<file path="src/rtl/status_tag_vector_if.sv">
// Bundles the status_tag_vector command inputs and its status outputs.
// Latency: none; this interface is wiring only.
// Backpressure: none; a push into a full vector is dropped and flagged by the block.
interface status_tag_vector_if #(
    parameter int DEPTH = 16,
    parameter int WIDTH = 8,
    parameter int TAG_W = 4
);
    localparam int CW = $clog2(DEPTH + 1);

    logic             clr_i;
    logic             push_i;
    logic [WIDTH-1:0] push_value_i;
    logic [TAG_W-1:0] push_tag_i;
    logic             pull_i;
    logic             set_i;
    logic [TAG_W-1:0] set_tag_i;
    logic [WIDTH-1:0] set_value_i;

    logic [WIDTH-1:0] value_o;
    logic [TAG_W-1:0] tag_o;
    logic             valid_o;
    logic             full_o;
    logic             afull_o;
    logic [CW-1:0]    count_o;
    logic             set_hit_o;
    logic             set_miss_o;
    logic             ovf_o;
    logic             udf_o;

    // Command source side.
    modport master (
        output clr_i, push_i, push_value_i, push_tag_i, pull_i,
               set_i, set_tag_i, set_value_i,
        input  value_o, tag_o, valid_o, full_o, afull_o, count_o,
               set_hit_o, set_miss_o, ovf_o, udf_o
    );

    // The vector itself.
    modport slave (
        input  clr_i, push_i, push_value_i, push_tag_i, pull_i,
               set_i, set_tag_i, set_value_i,
        output value_o, tag_o, valid_o, full_o, afull_o, count_o,
               set_hit_o, set_miss_o, ovf_o, udf_o
    );
endinterface

</file>
<file path="src/rtl/status_tag_vector.sv">
// Age-ordered tagged vector: push at the tail, pull from the head, set values by tag.
// Latency: every operation is visible on the registered outputs one cycle later.
// Backpressure: none; a push when full is dropped (ovf_o), a pull when empty is ignored (udf_o).
module status_tag_vector #(
    parameter int DEPTH    = 16,
    parameter int WIDTH    = 8,
    parameter int TAG_W    = 4,
    parameter int AFULL_TH = DEPTH - 2
) (
    input logic                clk_i,
    input logic                rsn_i,
    status_tag_vector_if.slave bus
);
    localparam int CW = $clog2(DEPTH + 1);

    logic [WIDTH-1:0] val_q [DEPTH];
    logic [WIDTH-1:0] val_d [DEPTH];
    logic [TAG_W-1:0] tag_q [DEPTH];
    logic [TAG_W-1:0] tag_d [DEPTH];
    logic [DEPTH-1:0] vld_q, vld_d;
    logic [CW-1:0]    count_q, count_d;
    logic             full_q, full_d;
    logic             afull_q, afull_d;
    logic             hit_q, hit_d;
    logic             miss_q, miss_d;
    logic             ovf_q, ovf_d;
    logic             udf_q, udf_d;

    logic             is_empty, is_full, do_pull, do_push, any_match;
    logic [DEPTH-1:0] match, set_sel;
    logic [CW-1:0]    wr_idx;

    // Next-state: clear, then shift on pull, apply tag set to survivors, write the push slot.
    always_comb begin
        val_d     = val_q;
        tag_d     = tag_q;
        vld_d     = vld_q;
        count_d   = count_q;
        full_d    = full_q;
        afull_d   = afull_q;
        hit_d     = 1'b0;
        miss_d    = 1'b0;
        ovf_d     = ovf_q;
        udf_d     = udf_q;
        is_empty  = 1'b0;
        is_full   = 1'b0;
        do_pull   = 1'b0;
        do_push   = 1'b0;
        any_match = 1'b0;
        match     = '0;
        set_sel   = '0;
        wr_idx    = '0;

        if (bus.clr_i) begin
            for (int i = 0; i < DEPTH; i++) begin
                val_d[i] = '0;
                tag_d[i] = '0;
            end
            vld_d   = '0;
            count_d = '0;
            full_d  = 1'b0;
            afull_d = 1'b0;
            ovf_d   = 1'b0;
            udf_d   = 1'b0;
        end else begin
            is_empty = (count_q == '0);
            is_full  = (count_q == CW'(DEPTH));
            do_pull  = bus.pull_i && !is_empty;
            // A pull frees a slot, so push+pull on a full vector still succeeds.
            do_push  = bus.push_i && (!is_full || do_pull);

            // Matches are judged against the contents at cycle start.
            for (int i = 0; i < DEPTH; i++) begin
                match[i]  = vld_q[i] && (tag_q[i] == bus.set_tag_i);
                any_match = any_match | match[i];
            end

            if (do_pull) begin
                for (int i = 0; i < DEPTH - 1; i++) begin
                    val_d[i]   = val_q[i+1];
                    tag_d[i]   = tag_q[i+1];
                    vld_d[i]   = vld_q[i+1];
                    set_sel[i] = match[i+1];
                end
                val_d[DEPTH-1]   = '0;
                tag_d[DEPTH-1]   = '0;
                vld_d[DEPTH-1]   = 1'b0;
                set_sel[DEPTH-1] = 1'b0;
            end else begin
                set_sel = match;
            end

            // The pulled head has already shifted out, so it never takes the set value.
            if (bus.set_i) begin
                for (int i = 0; i < DEPTH; i++) begin
                    if (set_sel[i]) begin
                        val_d[i] = bus.set_value_i;
                    end
                end
            end

            // The push lands in an empty slot after any set, so it keeps its own value.
            if (do_push) begin
                wr_idx = do_pull ? (count_q - 1'b1) : count_q;
                for (int i = 0; i < DEPTH; i++) begin
                    if (CW'(i) == wr_idx) begin
                        val_d[i] = bus.push_value_i;
                        tag_d[i] = bus.push_tag_i;
                        vld_d[i] = 1'b1;
                    end
                end
            end

            count_d = count_q + CW'(do_push) - CW'(do_pull);
            full_d  = (count_d == CW'(DEPTH));
            afull_d = (count_d >= CW'(AFULL_TH));
            hit_d   = bus.set_i && any_match;
            miss_d  = bus.set_i && !any_match;
            if (bus.push_i && is_full && !bus.pull_i) begin
                ovf_d = 1'b1;
            end
            if (bus.pull_i && is_empty) begin
                udf_d = 1'b1;
            end
        end
    end

    // State registers; reset empties the vector and drops all flags.
    always_ff @(posedge clk_i or negedge rsn_i) begin
        if (!rsn_i) begin
            for (int i = 0; i < DEPTH; i++) begin
                val_q[i] <= '0;
                tag_q[i] <= '0;
            end
            vld_q   <= '0;
            count_q <= '0;
            full_q  <= 1'b0;
            afull_q <= 1'b0;
            hit_q   <= 1'b0;
            miss_q  <= 1'b0;
            ovf_q   <= 1'b0;
            udf_q   <= 1'b0;
        end else begin
            val_q   <= val_d;
            tag_q   <= tag_d;
            vld_q   <= vld_d;
            count_q <= count_d;
            full_q  <= full_d;
            afull_q <= afull_d;
            hit_q   <= hit_d;
            miss_q  <= miss_d;
            ovf_q   <= ovf_d;
            udf_q   <= udf_d;
        end
    end

    // Outputs come straight from flops; the head slot is zeroed whenever the vector is empty.
    assign bus.value_o    = val_q[0];
    assign bus.tag_o      = tag_q[0];
    assign bus.valid_o    = vld_q[0];
    assign bus.count_o    = count_q;
    assign bus.full_o     = full_q;
    assign bus.afull_o    = afull_q;
    assign bus.set_hit_o  = hit_q;
    assign bus.set_miss_o = miss_q;
    assign bus.ovf_o      = ovf_q;
    assign bus.udf_o      = udf_q;

endmodule

</file>
<file path="src/flat_wrapper.sv">
// flat-port wrapper written by rule: the top's interface ports become plain ports
module status_tag_vector_flat 
#(
    parameter int DEPTH    = 16,
    parameter int WIDTH    = 8,
    parameter int TAG_W    = 4,
    parameter int AFULL_TH = DEPTH - 2
)
  (clk_i, rsn_i, bus_clr_i, bus_push_i, bus_push_value_i, bus_push_tag_i, bus_pull_i, bus_set_i, bus_set_tag_i, bus_set_value_i, bus_value_o, bus_tag_o, bus_valid_o, bus_full_o, bus_afull_o, bus_count_o, bus_set_hit_o, bus_set_miss_o, bus_ovf_o, bus_udf_o);
  status_tag_vector_if #(.DEPTH(DEPTH), .WIDTH(WIDTH), .TAG_W(TAG_W)) bus_i ();
  input logic clk_i;
  input logic rsn_i;
  input wire logic [$bits(bus_i.clr_i)-1:0] bus_clr_i;
  input wire logic [$bits(bus_i.push_i)-1:0] bus_push_i;
  input wire logic [$bits(bus_i.push_value_i)-1:0] bus_push_value_i;
  input wire logic [$bits(bus_i.push_tag_i)-1:0] bus_push_tag_i;
  input wire logic [$bits(bus_i.pull_i)-1:0] bus_pull_i;
  input wire logic [$bits(bus_i.set_i)-1:0] bus_set_i;
  input wire logic [$bits(bus_i.set_tag_i)-1:0] bus_set_tag_i;
  input wire logic [$bits(bus_i.set_value_i)-1:0] bus_set_value_i;
  output wire logic [$bits(bus_i.value_o)-1:0] bus_value_o;
  output wire logic [$bits(bus_i.tag_o)-1:0] bus_tag_o;
  output wire logic [$bits(bus_i.valid_o)-1:0] bus_valid_o;
  output wire logic [$bits(bus_i.full_o)-1:0] bus_full_o;
  output wire logic [$bits(bus_i.afull_o)-1:0] bus_afull_o;
  output wire logic [$bits(bus_i.count_o)-1:0] bus_count_o;
  output wire logic [$bits(bus_i.set_hit_o)-1:0] bus_set_hit_o;
  output wire logic [$bits(bus_i.set_miss_o)-1:0] bus_set_miss_o;
  output wire logic [$bits(bus_i.ovf_o)-1:0] bus_ovf_o;
  output wire logic [$bits(bus_i.udf_o)-1:0] bus_udf_o;
  assign bus_i.clr_i = bus_clr_i;
  assign bus_i.push_i = bus_push_i;
  assign bus_i.push_value_i = bus_push_value_i;
  assign bus_i.push_tag_i = bus_push_tag_i;
  assign bus_i.pull_i = bus_pull_i;
  assign bus_i.set_i = bus_set_i;
  assign bus_i.set_tag_i = bus_set_tag_i;
  assign bus_i.set_value_i = bus_set_value_i;
  assign bus_value_o = bus_i.value_o;
  assign bus_tag_o = bus_i.tag_o;
  assign bus_valid_o = bus_i.valid_o;
  assign bus_full_o = bus_i.full_o;
  assign bus_afull_o = bus_i.afull_o;
  assign bus_count_o = bus_i.count_o;
  assign bus_set_hit_o = bus_i.set_hit_o;
  assign bus_set_miss_o = bus_i.set_miss_o;
  assign bus_ovf_o = bus_i.ovf_o;
  assign bus_udf_o = bus_i.udf_o;
  status_tag_vector #(.DEPTH(DEPTH), .WIDTH(WIDTH), .TAG_W(TAG_W), .AFULL_TH(AFULL_TH)) u_core (.clk_i(clk_i), .rsn_i(rsn_i), .bus(bus_i));
endmodule
</file>
<file path="config.mk">
export PLATFORM = sky130hd
export DESIGN_NAME = status_tag_vector_flat
export DESIGN_NICKNAME = d
export VERILOG_FILES = /design/src/rtl/status_tag_vector_if.sv /design/src/rtl/status_tag_vector.sv /design/src/flat_wrapper.sv
export SDC_FILE = /design/constraint.sdc
export NUM_CORES = 1
export LEC_CHECK = 0
export BUFFER_PORTS_ARGS = -buffer_cell sky130_fd_sc_hd__buf_4
export CORE_MARGIN = 1
export CORE_UTILIZATION = 52
export CTS_BUF_LIST = sky130_fd_sc_hd__clkbuf_4
export CTS_CLUSTER_SIZE = 28
export DETAILED_ROUTE_END_ITERATION = 10
export PLACE_DENSITY = 0.69
export REMOVE_ABC_BUFFERS = 1
export SLEW_MARGIN = 20
export SYNTH_ARGS = -nofsm -noshare
export SYNTH_HDL_FRONTEND = slang
export SYNTH_SLANG_ARGS = --single-unit
</file>
<file path="constraint.sdc">
create_clock -name clk_i -period 3.9 [get_ports clk_i]
set_input_delay 0.195 -clock clk_i [delete_from_list [all_inputs] [get_ports clk_i]]
set_output_delay 0.195 -clock clk_i [all_outputs]
set_load 0.1 [all_outputs]
</file>
# Word-level counts from Yosys, hierarchy flattened
# Index checks and enable logic that the tools add are counted.
classes:
  addsub: 3
  bitwise: 15
  div: 0
  multipliers: 0
  n_eq_ne: 33
  n_shift: 0
  order_cmp: 1
  reduce_logical: 32
  n_mux: 86
ops:
  columns: ["operator", "count"]
  rows:
  - ["2-to-1 mux 128 bit", 4]
  - ["2-to-1 mux 8 bit", 32]
  - ["2-to-1 mux 64 bit", 3]
  - ["2-to-1 mux 16 bit", 5]
  - ["equality test 4 bit", 16]
  - ["2-to-1 mux 4 bit", 16]
  - ["equality test 4 x 5 -> 1 bit (first input constant)", 8]
  - ["2-to-1 mux 1 bit", 24]
  - ["logical AND 1 bit", 23]
  - ["equality test 3 x 5 -> 1 bit (first input constant)", 4]
  - ["OR 1 bit", 15]
  - ["equality test 2 x 5 -> 1 bit (first input constant)", 2]
  - ["equality test 5 bit (second input constant)", 2]
  - ["logical NOT 5 bit", 2]
  - ["2-to-1 mux 5 bit", 2]
  - ["adder 5 x 1 -> 5 bit", 1]
  - ["equality test 1 x 5 -> 1 bit (first input constant)", 1]
  - [">= comparator 5 x 4 -> 1 bit (second input constant)", 1]
  - ["subtractor 5 x 1 -> 5 bit", 1]
  - ["subtractor 5 x 1 -> 5 bit (second input constant)", 1]
  - ["logical NOT 1 bit", 4]
  - ["nonzero test 2 bit", 2]
  - ["logical OR 1 bit", 1]
totals:
  output_inout_bits: 24
  word_cells: 210
  ff_bits: 219
  rom_bits: 0
  ram_bits: 0
  memories: 0
  latchBits: 0
  inputBits: 30

# Logic depth before layout (Yosys ltp)
# Gate-level depths: netlist of the first run.
logic_depth:
  ltp_word: 20
  depth_mapped: 20
  mapped_depth_nobuf: 15

# Worst setup path after synthesis of the first run
# No wires, ideal clock.
synth_path:
  path_kind: "flip-flop to flip-flop"
  start: "register u_core.count_q[2] (netlist: u_core.bus.count_o[2])"
  end: "register u_core.afull_q (netlist: u_core.bus.afull_o)"
  n_path_buf: 5
  setup_slack_ps: -244
  arrival_ps: 4009
  t_required_ps: 3765
  path_stages_with_launch: 21
  period_less_slack_ps: 4144
  setup_ps: 135
  cell_sequence: "dfrtp_1 > buf_2 > inv_1 > ha_1 > nand3b_4 > nand2_4 > inv_4 > buf_6 > buf_6 > buf_2 > buf_2 > ha_1 > inv_1 > ha_1 > inv_1 > fa_1 > o21bai_1 > a21oi_1 > xnor2_1 > nand2b_1 > o41ai_1"
synth_via:
  elab_chain_len: 9
  elab_cells_between_ends: 11
  cone_classes: "add/sub: 2; order compare: 1; eq/ne: 1; mux: 1; reduce/logical: 6"
synth_rtl:
  columns: ["element", "line_no", "rtl"]
  rows:
  - ["start, declared", "status_tag_vector.sv:21", "logic [CW-1:0] count_q, count_d;"]
  - ["start signal, assigned", "status_tag_vector.sv:147", "count_q <= count_d;"]
  - ["logical NOT 5 bit", "status_tag_vector.sv:66", "is_empty = (count_q == '0);"]
  - ["logical NOT 1 bit", "status_tag_vector.sv:68", "do_pull = bus.pull_i && !is_empty;"]
  - ["logical AND 1 bit", "status_tag_vector.sv:68", null]
  - ["logical OR 1 bit", "status_tag_vector.sv:70", "do_push = bus.push_i && (!is_full || do_pull);"]
  - ["logical AND 1 bit", "status_tag_vector.sv:70", null]
  - ["adder 5 x 1 -> 5 bit", "status_tag_vector.sv:114", "count_d = count_q + CW'(do_push) - CW'(do_pull);"]
  - ["subtractor 5 x 1 -> 5 bit (*)", "status_tag_vector.sv:114", null]
  - [">= comparator 5 x 4 -> 1 bit (*)", "status_tag_vector.sv:116", "afull_d = (count_d >= CW'(AFULL_TH));"]
  - ["2-to-1 mux 1 bit (*)", "status_tag_vector.sv:54", "if (bus.clr_i) begin"]
  - ["named net u_core.afull_d", "status_tag_vector.sv:23", "logic afull_q, afull_d;"]
  - ["end signal, assigned", "status_tag_vector.sv:149", "afull_q <= afull_d;"]
  - ["end, declared", "status_tag_vector.sv:23", null]
# Mark *: on every way through the listed nets, which the timed path passes. The rest lies on a longest branch.
# A chain may end at the register's enable or synchronous reset.

==> impl_metrics.csv, run 1 <==
group,metric,value,unit
power,power.leakage,5.95,nW
sta,max_slew.worst_pin.slew,1.16,ns
cells_and_area,drive_gt1_frac,0.173,
clock_tree,cts_tree,"done",
flow_run,max_cap_viol_count,0,
route,drt_iter0_drc,1414,
logic_synthesis,ys_types,61,
logic_synthesis,synth-async-reset-ratio,1.00,
logic_synthesis,synth_edf_count,0,
setup_path,timing.critical_path.from,"u_core.bus.count_o[2]$_DFF_PN0_",
setup_path,cpPeakStageDelay,0.60,ns
logic_synthesis,synth_flop_cell,"dfrtp_1",
clock_tree,ctsHoldBuffers,34,
route,ant_nets,0,
setup_path,timing.setup.critical_path_class,"flip-flop to flip-flop",
clock_tree,htree_levels,2,
route,viasPerCell,6.39,
cells_and_area,instances_no_fill,1998,
sta,final_max_slew_viol_count,0,
setup_path,path_cells,"inv_1, ha_1, nand3b_4, nand2_8, inv_6, ha_1, inv_1, and4_1, buf_4, o211ai_2, buf_4, nor2_1, a311oi_1, dlygate4sd3_1",
setup_path,crit_required,4.55,ns
cells_and_area,mostFrequentLayoutCells,"nand2_1 (362), dfrtp_1 (219), nor2_1 (205)",
setup_path,end_kind,"flip-flop",
min_path,hold_start,"bus_clr_i",
route,drc,3,
setup_path,cp.arrival,4.33,ns
clock_tree,cts_sinks,219,
logic_synthesis,ys_ff_latch,219,
floorplanning,dieArea,27600,um^2
floorplanning,die_w,166,um
sta,hold_viol_final,0,
power,powerDensity,514,nW/um^2
sta,tns,0,ns
sta,period_minus_slack,3.67,ns
min_path,hp-class,"input port to flip-flop",
clock_tree,cts_buffers,59,
sta,finalSetupViolCount,0,
route,drt_pass1_iterations,8,
run_status,status,"complete, but fails checks",
sta,fmax,0.272,GHz
sta,fin_crit_sh,0.942,
cells_and_area,nets,1661,
logic_synthesis,yosysSeqAreaShare,0.391,
sta,skew,0.111,ns
route,wire_per_inst,21.0,um
route,num_vias,12768,
sta,slew_headroom,0.229,
cells_and_area,area.growth.synth_to_final,9.76,%
clock_tree,clk_path_buf_depth,3,
power,swShare,0.435,
setup_path,reg2reg_from,"u_core.bus.count_o[2]$_DFF_PN0_",
clock_tree,path_clk_slew,0.07,ns
floorplanning,num_rows,59,
placement,io_buffers,53,
global_route,grt_pass1_wl,68.1,mm
cells_and_area,nFillCells,2430,
logic_synthesis,ys_warn_count,0,
setup_path,path_max_fanout,30,
floorplanning,start_util,0.533,
floorplanning,die_h,166,um
setup_path,cp-start-kind,"flip-flop",
sta,rsz0062_at_grt,"false",
clock_tree,cts_root_buf,"clkbuf_4",
global_route,overflow,0,
floorplanning,core,26300,um^2
placement,place_congestion,0.876,
power,vdd_ir_drop_max,0.651,mV
global_route,antenna_found_initial,1,
clock_tree,postCtsResizedCells,0,
logic_synthesis,syn_avg_cell_area,8.81,um^2
clock_tree,cts_setup_buffers,0,
cells_and_area,final_util,0.585,
global_route,grt_use_total,0.307,
clock_tree,insertion_delay,0.77,ns
placement,place_inst,1859,
setup_path,crit_slowest_cell,"dlygate4sd3_1",
power,power.internal,0.00447,W
run_status,violations,"DRC",
global_route,grt_max_degree,128,
placement,dp_hpwl,26.7,mm
power,p_comb_frac,0.386,
power,power_frac_clock,0.265,
power,share_seq_of_total_power,0.349,
logic_synthesis,syn_inst,1592,
global_route,grt_pass1_vias,12369,
power,power_switching,0.00344,W
route,drt-total-wl,42.0,mm
logic_synthesis,syn-cell-area,14000,um^2
cells_and_area,multi_input_area,7590,um^2
cells_and_area,ff_latch_area,5480,um^2
cells_and_area,final_common_cell,"nand2_1",
floorplanning,io_pins,54,
logic make-up after synthesis:
| family | Yosys count | synth area share |
|---|---|---|
| mux | 26 | 0.0186 |
| flops | 219 | 0.391 |
| fa+ha+maj | 12 | 0.0112 |
| compound gates | 283 | 0.208 |
| buf+inv | 178 | 0.0685 |
| simple gates | 839 | 0.280 |
| xor+xnor | 35 | 0.0219 |
per-stage QoR:
step	hold slack, ns	setup WS [ns]	area (um^2)	power [W]
3_5_place_dp	0.372	0.299	14300	0.00579
4_1_cts	0.0272	0.270	15400	0.00791
3_3_place_gp	0.377	0.525	14300	0.00574
6_report	0.0784	0.226	15400	0.00791
5_1_grt	0.0992	0.0224	15400	0.00831
2_1_floorplan	-0.101	-2.50	13100	0.00484
cells in the mapped netlist, drive strengths merged (2+ instances only):
| library cell | n | area share |
|---|---|---|
| a21oi | 13 | 0.0054 |
| a221o | 8 | 0.0057 |
| a311oi | 68 | 0.042 |
| a31oi | 17 | 0.0097 |
| a32oi | 2 | 0.0012 |
| and2 | 3 | 0.0013 |
| and3 | 124 | 0.055 |
| and3b | 2 | 0.0012 |
| and4 | 2 | 0.0012 |
| buf | 122 | 0.053 |
| clkbuf | 39 | 0.010 |
| dfrtp | 219 | 0.39 |
| ha | 11 | 0.0098 |
| inv | 17 | 0.0047 |
| mux2i | 26 | 0.019 |
| nand2 | 363 | 0.098 |
| nand2b | 50 | 0.023 |
| nand3 | 15 | 0.0061 |
| nand3b | 9 | 0.0057 |
| nand4 | 5 | 0.0022 |
| nand4b | 2 | 0.0012 |
| nor2 | 205 | 0.055 |
| nor2b | 12 | 0.0054 |
| nor3 | 19 | 0.0071 |
| nor3b | 2 | 0.0011 |
| nor4 | 19 | 0.012 |
| o2111ai | 15 | 0.0094 |
| o211ai | 17 | 0.021 |
| o21ai | 14 | 0.0058 |
| o32ai | 120 | 0.10 |
| or2b | 6 | 0.0032 |
| xnor2 | 25 | 0.016 |
| xor2 | 10 | 0.0062 |
power groups by stage:
stage	Combinational (W)	Clock (W)	Sequential (W)
2_1_floorplan	0.00169	0	0.00315
3_3_place_gp	0.00296	0	0.00279
3_5_place_dp	0.00300	0	0.00279
4_1_cts	0.00303	0.00212	0.00275
5_1_grt	0.00327	0.00225	0.00279
6_report	0.00305	0.00210	0.00276
metal layers:
layer  share of wire  track usage  up-vias  wire length, um
met2            0.46        0.478      563            19300
li1                -            -     5765                -
met3           0.069       0.0462       85             2890
met5               0            0        -                0
met4           0.027        0.113        0             1150
met1            0.44        0.433     6355            18700
path summary, 6_finish.rpt:
path	end	slack, ns	cells after the start
setup / recovery	u_core.val_q[7]$_DFF_PN0_	0.23	14
hold / removal	u_core.vld_q[7]$_DFF_PN0_	0.08	3
setup reg to reg	u_core.val_q[7]$_DFF_PN0_	0.23	14
hold reg to reg	u_core.bus.tag_o[2]$_DFF_PN0_	0.50	2
max in group asynchronous	u_core.tag_q[43]$_DFF_PN0_	2.72	3
min in group asynchronous	u_core.val_q[32]$_DFF_PN0_	0.12	2
flip-flops by register name (all words and copies together) (netlist names):
signal                 count
u_core.bus.udf_o           1
u_core.vld_q              16
u_core.tag_q              60
u_core.bus.afull_o         1
u_core.bus.tag_o           4
u_core.bus.set_miss_o      1
u_core.val_q             120
u_core.bus.count_o         5
u_core.bus.ovf_o           1
u_core.bus.full_o          1
u_core.bus.value_o         8
u_core.bus.set_hit_o       1
final cells by class:
type,count,area share
Multi-Input combinational cell,1195,0.493
Inverter,17,0.00447
Clock inverter,12,0.00358
Tap cell,335,0.0272
Antenna cell,1,0.000163
Timing Repair Buffer,127,0.0704
Sequential cell,219,0.356
Clock buffer,92,0.0449
worst max-delay path: cells and delay by family, from the launching register on:
kind | cells | cell delay, ns
fa+ha+maj | 2 | 0.62
compound gates | 2 | 0.35
buf+inv | 6 | 1.53
flops | 1 | 0.49
simple gates | 4 | 0.60
Power figures use the tool's default switching activity.
==> run 2, diff against run 1 <==
- PLACE_DENSITY: 0.69 -> default
- PLACE_DENSITY_LB_ADDON: default -> 0.25
==> run 2 against run 1 <==
Count of clock-buffer cells in the layout fell by 5. Critical endpoint is now u_core.val_q[6]$_DFF_PN0_. Largest power group unchanged. Clock skew fell by 0.062 ns. Cell area fell by 0.36%. Critical path type unchanged. Global-route usage fell by 0.66 points. The run still ends with DRC left.
==> impl_metrics.csv, run 2 (synthesis gave the netlist of run 1 again) <==
group,metric,value,unit
clock_tree,clk_path_buf_depth,3,
cells_and_area,area.growth.synth_to_final,9.36,%
flow_run,max_cap_viol_count,0,
sta,final_max_slew_viol_count,0,
clock_tree,cts_root_buf,"clkbuf_4",
setup_path,crit_required,4.47,ns
route,drc,1,
placement,io_buffers,53,
cells_and_area,largest_register_ffs,120,
placement,place_congestion,0.880,
cells_and_area,final_common_cell,"nand2_1",
sta,fin_crit_sh,0.941,
global_route,antenna_found_initial,1,
clock_tree,insertion_delay,0.69,ns
route,num_vias,12725,
route,viasPerCell,6.40,
sta,skew,0.0486,ns
power,power.internal,0.00456,W
route,drt-total-wl,41.2,mm
sta,period_minus_slack,3.67,ns
setup_path,cp.arrival,4.24,ns
route,top_layer_used,"met4",
cells_and_area,mostFrequentLayoutCells,"nand2_1 (362), dfrtp_1 (219), nor2_1 (205)",
power,swShare,0.429,
floorplanning,die_w,166,um
run_status,status,"complete, but fails checks",
clock_tree,cts_setup_buffers,0,
cells_and_area,nets,1656,
global_route,grt_use_total,0.300,
power,power_switching,0.00343,W
cells_and_area,nFillCells,2384,
floorplanning,num_rows,59,
power,power_frac_clock,0.276,
clock_tree,cts_sinks,219,
clock_tree,path_clk_slew,0.06,ns
route,wire_per_inst,20.7,um
sta,hold_viol_final,0,
run_status,violations,"DRC",
route,ant_nets,0,
floorplanning,io_pins,54,
clock_tree,cts_tree,"done",
cells_and_area,reg_top3,"u_core.val_q: 120 flops, u_core.tag_q: 60 flops, u_core.vld_q: 16 flops",
power,share_seq_of_total_power,0.346,
route,drt_iter0_drc,1546,
sta,slew_headroom,0.266,
global_route,grt_max_degree,179,
route,wl_met1,17.6,mm
route,drt_pass1_iterations,8,
floorplanning,dieArea,27600,um^2
cells_and_area,top_register,"u_core.val_q",
sta,finalSetupViolCount,0,
global_route,overflow,0,
setup_path,end_kind,"flip-flop",
cells_and_area,final_util,0.583,
placement,place_area,14200,um^2
setup_path,path_max_fanout,35,
power,p_comb_frac,0.378,
global_route,grt_pass1_vias,12658,
min_path,hp-class,"input port to flip-flop",
sta,fmax,0.272,GHz
route,wl_met3,3.37,mm
floorplanning,start_util,0.533,
route,wl_met2,19.2,mm
cells_and_area,design_area,15300,um^2
clock_tree,htree_levels,3,
setup_path,cp-start-kind,"flip-flop",
power,powerDensity,521,nW/um^2
sta,hold_ws,0.0418,ns
placement,dp_hpwl,25.5,mm
global_route,grt_pass1_wl,66.9,mm
floorplanning,die_h,166,um
power,vdd_ir_drop_max,0.626,mV
cells_and_area,drive_gt1_frac,0.168,
floorplanning,core,26300,um^2
power,power.leakage,5.90,nW
clock_tree,cts_buffers,66,
setup_path,timing.setup.critical_path_class,"flip-flop to flip-flop",
sta,rsz0062_at_grt,"false",
sta,max_slew.worst_pin.slew,1.10,ns
run 2: cell count changes in the layout (fill, tap and decap cells not counted), moves of 2 or more:
cell / change
buf_4: -9
dlygate4sd3_1: -4
clkbuf_4: -5
bufinv_16: +2
clkinv_1: +4
inv_2: +3
run 2: worst max-delay path, stage by stage, from the launching register on:
cell           delay [ns]
dfrtp_1              0.49
inv_1                0.25
ha_1                 0.31
nand3b_4             0.15
nand2_8              0.26
inv_6                0.07
ha_1                 0.29
inv_1                0.09
and4_1               0.17
buf_4                0.25
o211ai_4             0.30
nor2_1               0.24
a311oi_1             0.07
dlygate4sd3_1        0.62
run 2: power groups by stage:
stage | registers [W] | logic [W] | clock network, W
final | 0.00276 | 0.00302 | 0.00220
after global routing | 0.00279 | 0.00323 | 0.00237
after CTS | 0.00276 | 0.00299 | 0.00224
after detailed placement | 0.00279 | 0.00295 | 0
after global placement | 0.00278 | 0.00292 | 0
after floorplan | 0.00315 | 0.00169 | 0
run 2: path summary, 6_finish.rpt:
check / slack (ns) / cells after the start / to / from
setup reg to reg: 0.23 / 13 / u_core.val_q[6]$_DFF_PN0_ / u_core.bus.count_o[2]$_DFF_PN0_
setup / recovery: 0.23 / 13 / u_core.val_q[6]$_DFF_PN0_ / u_core.bus.count_o[2]$_DFF_PN0_
max in group asynchronous: 2.70 / 3 / u_core.tag_q[7]$_DFF_PN0_ / rsn_i
hold / removal: 0.04 / 2 / u_core.bus.set_miss_o$_DFF_PN0_ / bus_set_i
hold reg to reg: 0.51 / 2 / u_core.bus.ovf_o$_DFFE_PN0P_ / u_core.bus.ovf_o$_DFFE_PN0P_
min in group asynchronous: 0.14 / 2 / u_core.val_q[40]$_DFF_PN0_ / rsn_i
run 2: final cells by class:
cell class | count | area [um^2] | share of cell area
Antenna cell | 1 | 2.50 | 0.000163
Clock buffer | 87 | 653 | 0.0426
Clock inverter | 19 | 124 | 0.00808
Inverter | 17 | 68.8 | 0.00449
Multi-Input combinational cell | 1195 | 7600 | 0.495
Sequential cell | 219 | 5480 | 0.357
Tap cell | 335 | 419 | 0.0273
Timing Repair Buffer | 115 | 987 | 0.0644
run 2: through the flow:
| stage | TNS [ns] | worst slack (ns) | power [W] | std cells |
|---|---|---|---|---|
| after global routing | 0 | 0.0243 | 0.00839 | 1988 |
| final | 0 | 0.229 | 0.00798 | 1988 |
| after floorplan | -420.60 | -2.50 | 0.00484 | 1431 |
| after global placement | 0 | 0.539 | 0.00570 | 1851 |
| after CTS | 0 | 0.0153 | 0.00798 | 1987 |
| after detailed placement | 0 | 0.351 | 0.00575 | 1851 |
run 2: timing repair:
action	CTS	global route
hold buffers	30	0
endpoints found under the hold margin	255	0
endpoints found under the setup margin	0	7
resized for setup	0	3
run 2: layer usage:
metal / GRT usage / vias up
met5: 0 / -
met4: 0.111 / 0
met3: 0.0498 / 99
met2: 0.478 / 618
met1: 0.412 / 6267
li1: - / 5741
